**src/rtl/mem_arbiter.sv**
```systemverilog
// Memory arbiter: shares one single-outstanding memory port between an
// instruction-fetch port and a data load/store port. Data normally wins, but a
// starve counter forces a fetch grant after STARVE_MAX data grants that were
// issued while a fetch was waiting.
//
// Handshakes: a requester holds x_req (and its address/data) until x_gnt is
// high in a cycle; the request is consumed at that rising edge. The memory side
// holds mem_req/mem_addr/mem_we/mem_wdata stable until a cycle with mem_ready
// high, which completes the access; x_valid pulses for one cycle afterwards.
module mem_arbiter #(
   parameter int ADDR_W     = 32,
   parameter int DATA_W     = 32,
   parameter int STARVE_MAX = 4
) (
   input  logic              clk,
   input  logic              rst_pin,
   input  logic              if_req,
   input  logic [ADDR_W-1:0] if_addr,
   output logic              if_gnt,
   output logic              if_valid,
   output logic [DATA_W-1:0] if_rdata,
   input  logic              d_req,
   input  logic              d_we,
   input  logic [ADDR_W-1:0] d_addr,
   input  logic [DATA_W-1:0] d_wdata,
   output logic              d_gnt,
   output logic              d_valid,
   output logic [DATA_W-1:0] d_rdata,
   output logic              mem_req,
   output logic              mem_we,
   output logic [ADDR_W-1:0] mem_addr,
   output logic [DATA_W-1:0] mem_wdata,
   input  logic              mem_ready,
   input  logic [DATA_W-1:0] mem_rdata,
   output logic [1:0]        dbg_state_o
);

   localparam int CNT_W = (STARVE_MAX < 1) ? 1 : $clog2(STARVE_MAX + 1);
   localparam logic [CNT_W-1:0] STARVE_LIM = CNT_W'(STARVE_MAX);

   typedef enum logic [1:0] {
      IDLE   = 2'd0,
      BUSY_I = 2'd1,
      BUSY_D = 2'd2
   } state_t;

   state_t              state_q;
   logic [ADDR_W-1:0]   addr_q;
   logic [DATA_W-1:0]   wdata_q;
   logic                we_q;
   logic [CNT_W-1:0]    starve_q;
   logic [CNT_W-1:0]    starve_d;
   logic                if_valid_q;
   logic                d_valid_q;
   logic [DATA_W-1:0]   if_rdata_q;
   logic [DATA_W-1:0]   d_rdata_q;
   logic                fetch_forced;

   // Grant decision (IDLE only) and starve counter next value.
   always_comb begin
      if_gnt       = 1'b0;
      d_gnt        = 1'b0;
      fetch_forced = if_req && (starve_q == STARVE_LIM);
      starve_d     = starve_q;
      if (state_q == IDLE) begin
         d_gnt  = d_req && !fetch_forced;
         if_gnt = if_req && !d_gnt;
      end
      if (if_gnt) begin
         starve_d = '0;
      end else if (d_gnt && if_req && (starve_q != STARVE_LIM)) begin
         starve_d = starve_q + CNT_W'(1);
      end
   end

   // Arbiter FSM: latches the granted request, runs the memory access and
   // registers the returned data and completion pulses.
   always_ff @(posedge clk or negedge rst_pin) begin
      if (!rst_pin) begin
         state_q    <= IDLE;
         addr_q     <= '0;
         wdata_q    <= '0;
         we_q       <= 1'b0;
         starve_q   <= '0;
         if_valid_q <= 1'b0;
         d_valid_q  <= 1'b0;
         if_rdata_q <= '0;
         d_rdata_q  <= '0;
      end else begin
         if_valid_q <= 1'b0;
         d_valid_q  <= 1'b0;
         starve_q   <= starve_d;
         case (state_q)
            IDLE: begin
               if (d_gnt) begin
                  state_q <= BUSY_D;
                  addr_q  <= d_addr;
                  wdata_q <= d_wdata;
                  we_q    <= d_we;
               end else if (if_gnt) begin
                  state_q <= BUSY_I;
                  addr_q  <= if_addr;
                  wdata_q <= '0;
                  we_q    <= 1'b0;
               end
            end
            BUSY_I: begin
               if (mem_ready) begin
                  if_rdata_q <= mem_rdata;
                  if_valid_q <= 1'b1;
                  state_q    <= IDLE;
               end
            end
            BUSY_D: begin
               if (mem_ready) begin
                  // Stores leave the last load value visible on d_rdata.
                  if (!we_q) begin
                     d_rdata_q <= mem_rdata;
                  end
                  d_valid_q <= 1'b1;
                  state_q   <= IDLE;
               end
            end
            default: state_q <= IDLE;
         endcase
      end
   end

   // Memory side is driven purely from latched registers and the state.
   always_comb begin
      mem_req     = (state_q != IDLE);
      mem_we      = (state_q == BUSY_D) && we_q;
      mem_addr    = addr_q;
      mem_wdata   = wdata_q;
      if_valid    = if_valid_q;
      d_valid     = d_valid_q;
      if_rdata    = if_rdata_q;
      d_rdata     = d_rdata_q;
      dbg_state_o = state_q;
   end

endmodule
```
**config.mk**
```make
export PLATFORM = sky130hd
export DESIGN_NAME = mem_arbiter
export DESIGN_NICKNAME = d
export VERILOG_FILES = /design/src/rtl/mem_arbiter.sv
export SDC_FILE = /design/constraint.sdc
export NUM_CORES = 1
export LEC_CHECK = 0
export CELL_PAD_IN_SITES_DETAIL_PLACEMENT = 1
export CELL_PAD_IN_SITES_GLOBAL_PLACEMENT = 1
export CORE_MARGIN = 2
export CORE_UTILIZATION = 33
export CTS_CLUSTER_DIAMETER = 150
export DETAILED_ROUTE_END_ITERATION = 10
export GPL_ROUTABILITY_DRIVEN = 1
export MAX_ROUTING_LAYER = met4
export PLACE_DENSITY_LB_ADDON = 0.1
export SYNTH_ARGS = -nofsm -noshare
export SYNTH_HDL_FRONTEND = slang
export SYNTH_SLANG_ARGS = --single-unit
export TNS_END_PERCENT = 50
```
**constraint.sdc**
```tcl
create_clock -name clk -period 2.9 [get_ports clk]
set_clock_uncertainty 0.05 [all_clocks]
set_input_delay 0.29 -clock clk [delete_from_list [all_inputs] [get_ports clk]]
set_output_delay 0.29 -clock clk [all_outputs]
set_load 0.01 [all_outputs]
```
==> key figures <==
Final layout
  • Final layout net count: 839
  • Synth-to-Final Area Change: 64.0%
  • Number of diodes: 0
  • Non-Filler Instances: 933
  • Share of cells above drive strength 1: 0.154
  • Layout fillers: 1682

Flow run
  • Max cap viols: 0

Worst setup path
  • WS Path Type: flip-flop to output pin
  • Critical path fanouts, max: 34
  • Reg2Reg Launch Point: dbg_state_o[0]$_DFFE_PN0P_
  • Flop-to-flop setup slack: 870 ps
  • Crit-path slowest cell: clkdlybuf4s50_1
  • Crit path buf inv count: 3
  • Endpoint type of the worst setup path: output pin
  • CP Data Required Time: 2560 ps
  • Worst stage delay on the critical path: 590 ps
  • Critical path cell sequence: inv_1, ha_1, and3_1, or2_1, inv_6, clkdlybuf4s50_1
  • CP Data Arrival Time: 2350 ps
  • Reg2Reg Depth: 5
  • CP Launch Type: flip-flop
  • CP top delay family: buffers and inverters
  • Reg2reg end: d_rdata[25]$_DFFE_PN0P_

Route
  • Total number of vias: 4553
  • Vias per std cell: 4.88
  • Initial drt markers: 165
  • Remaining DRCs: 0
  • Post-DRT Antenna Nets: 0
  • Routed wire length: 17700 um
  • DRT Pass-1 Iters: 4
  • Routed len/inst: 18.9 um

GRT
  • Initial antenna violation count: 0
  • Congestion Overflow GR: 0
  • Pin count of the biggest net entering global routing: 55
  • First-pass GRT wire length: 28200 um
  • Vias in the first global route: 5111
  • All-layer global routing usage: 0.211

Die
  • Die Width: 134 um
  • Core Footprint: 16500 um2
  • Starting density of the core: 0.336
  • # rows: 47
  • Full die area: 17900 um2
  • IO Pins: 270
  • Height of the chip: 134 um

Place
  • Pre-CTS WS: 410 ps
  • Placed Cells incl. Taps: 900
  • GPL Wtd Cong: 0.802
  • Placed wire-length estimate: 12700 um
  • PortBufs: 269

Synth
  • Post-synthesis sequential area ratio: 0.612
  • Most common flop cell mapped by yosys: dfrtp_1
  • Yosys cell types: 28
  • Mapped Area: 5560 um2
  • Synth warn: 0
  • Number of synthesized flops with an enable pin: 0
  • #FFs+latches synth: 136
  • Avg Cell Area, Syn: 12.9 um2
  • Syn nets: 570
  • Cells after Synth: 431
  • Synth async-reset ratio: 1.00

Pwr
  • Overall Power: 0.0104 W
  • Leakage power: 3.93 nW
  • Max rail drop VDD: 0.492 mV
  • Pwr dens: 1140 nW/um2

Outcome
  • Status: complete, no violations

Timing
  • Final period util: 0.926
  • Relative slew slack: 0.406
  • Final Max Tran Viols: 0
  • Final setup viols: 0
  • Max Clk Rate: 0.372 GHz
  • Worst-Margin Slew: 891 ps
  • Setup ws final: 214 ps
  • Minimum clock period: 2690 ps
  • Final Hold Viols: 0
  • Setup_tns: 0 ps
  • RSZ-0062 raised after global routing: no

Worst hold path
  • Hold Crit Class: primary input to async pin

Clock tree
  • Clock Latency Late Sink: 410 ps
  • Post-CTS sizing: 0
  • CTS Buffer Depth: 2
  • CTS tree: yes
  • CTS HTree Levels: 4
  • Cts bufs inserted: 17
  • # Post-CTS Setup Buffers: 0
  • CTS clk-pin slew, worst paths: 60 ps
  • CTS root buf: clkbuf_16
  • CTS Sinks: 136
## cell type report
class | instances | area, um2 | share of cell area
well taps | 220 | 275 | 0.0302
multi-input cells | 224 | 1830 | 0.201
clock buffers | 21 | 470 | 0.0516
clock inverters | 11 | 168 | 0.0184
flip-flops and latches | 136 | 3400 | 0.373
inverters | 39 | 151 | 0.0166
repair buffers | 282 | 2820 | 0.309
## worst register-to-register path: cells and delay by family (launching register included)
family	cells	cell delay, ps
AND/OR/NAND/NOR	2	780
multiplexers	1	430
buffers and inverters	1	80
adder cells (fa/ha/maj)	1	210
flip-flops	1	360
## sequential cells by signal, summed over array words and instances, names as in the netlist
name / flops
d_rdata: 32
if_rdata: 32
mem_addr: 32
mem_wdata: 32
starve_q: 3
dbg_state_o: 2
d_valid: 1
if_valid: 1
we_q: 1
## Yosys cell counts (2+ instances only)
master / count / area share
a22o_1: 33 / 0.052
nand2_1: 38 / 0.026
nand3_1: 2 / 0.0018
ha_1: 5 / 0.011
nor2_1: 3 / 0.0020
buf_2: 6 / 0.0054
clkbuf_1: 14 / 0.0095
buf_6: 8 / 0.016
and2_1: 2 / 0.0022
o211ai_1: 64 / 0.086
inv_1: 38 / 0.026
o21ai_0: 3 / 0.0027
buf_1: 3 / 0.0020
mux2_2: 63 / 0.13
dfrtp_1: 136 / 0.61
## worst max-delay path by stage
stage            end  slack (ps)  cells after the start                        from
6_report       d_gnt         210                      6     starve_q[0]$_DFFE_PN0P_
5_1_grt        d_gnt         110                      6     starve_q[0]$_DFFE_PN0P_
4_1_cts        d_gnt         190                      6     starve_q[0]$_DFFE_PN0P_
3_5_place_dp   d_gnt         410                      5                       d_req
3_3_place_gp   d_gnt         450                      5                       d_req
2_1_floorplan  d_gnt        1070                      8  dbg_state_o[0]$_DFFE_PN0P_
## layer usage
metal / vias up / routed length [um] / track usage
met5: - / 0 / -
met4: 0 / 325 / 0.0615
met3: 26 / 1340 / 0.0676
met2: 190 / 8810 / 0.349
met1: 2271 / 7190 / 0.248
li1: 2066 / - / -
## logic make-up (layout without fill, tap and decap cells)
| family | count (synthesis) | count (layout) | share of synthesized area |
|---|---|---|---|
| AND/OR/NAND/NOR | 49 | 49 | 0.0362 |
| buffers and inverters | 71 | 353 | 0.0612 |
| multiplexers | 65 | 65 | 0.131 |
| AO/OA/AOI/OAI | 104 | 104 | 0.146 |
| adder cells (fa/ha/maj) | 5 | 5 | 0.0113 |
| flip-flops | 136 | 136 | 0.612 |
| XOR/XNOR | 1 | 1 | 0.00158 |
## per-stage QoR
stage          instance area, um2   util  hold slack (ps)
2_1_floorplan                5560      -            -55.6
3_3_place_gp                 8470  0.513              241
3_5_place_dp                 8470  0.513              242
4_1_cts                      9120  0.552              373
5_1_grt                      9120  0.552              389
6_report                     9120  0.552              358
## cells in the final DEF (no fill, tap or decap), types with 4 or more instances in the layout
cell,n
o211ai_1,64
buf_4,10
inv_1,38
ha_1,5
dfrtp_1,136
clkbuf_16,17
clkdlybuf4s50_1,268
mux2_2,63
bufinv_16,4
nand2_1,38
a22o_1,33
## repair_timing
item | 4_1_cts | 5_1_grt
hold buffers | 1 | 0
endpoints found under the hold margin | 51 | 0
setup endpoints to repair | 0 | 0
## power breakdown
part | switching, W | internal [W]
logic | 0.00202 | 0.00266
clock network | 0.000815 | 0.00151
registers | 0.000516 | 0.00285
total | 0.00335 | 0.00702
Note: power is estimated with default switching activity, not from simulation.
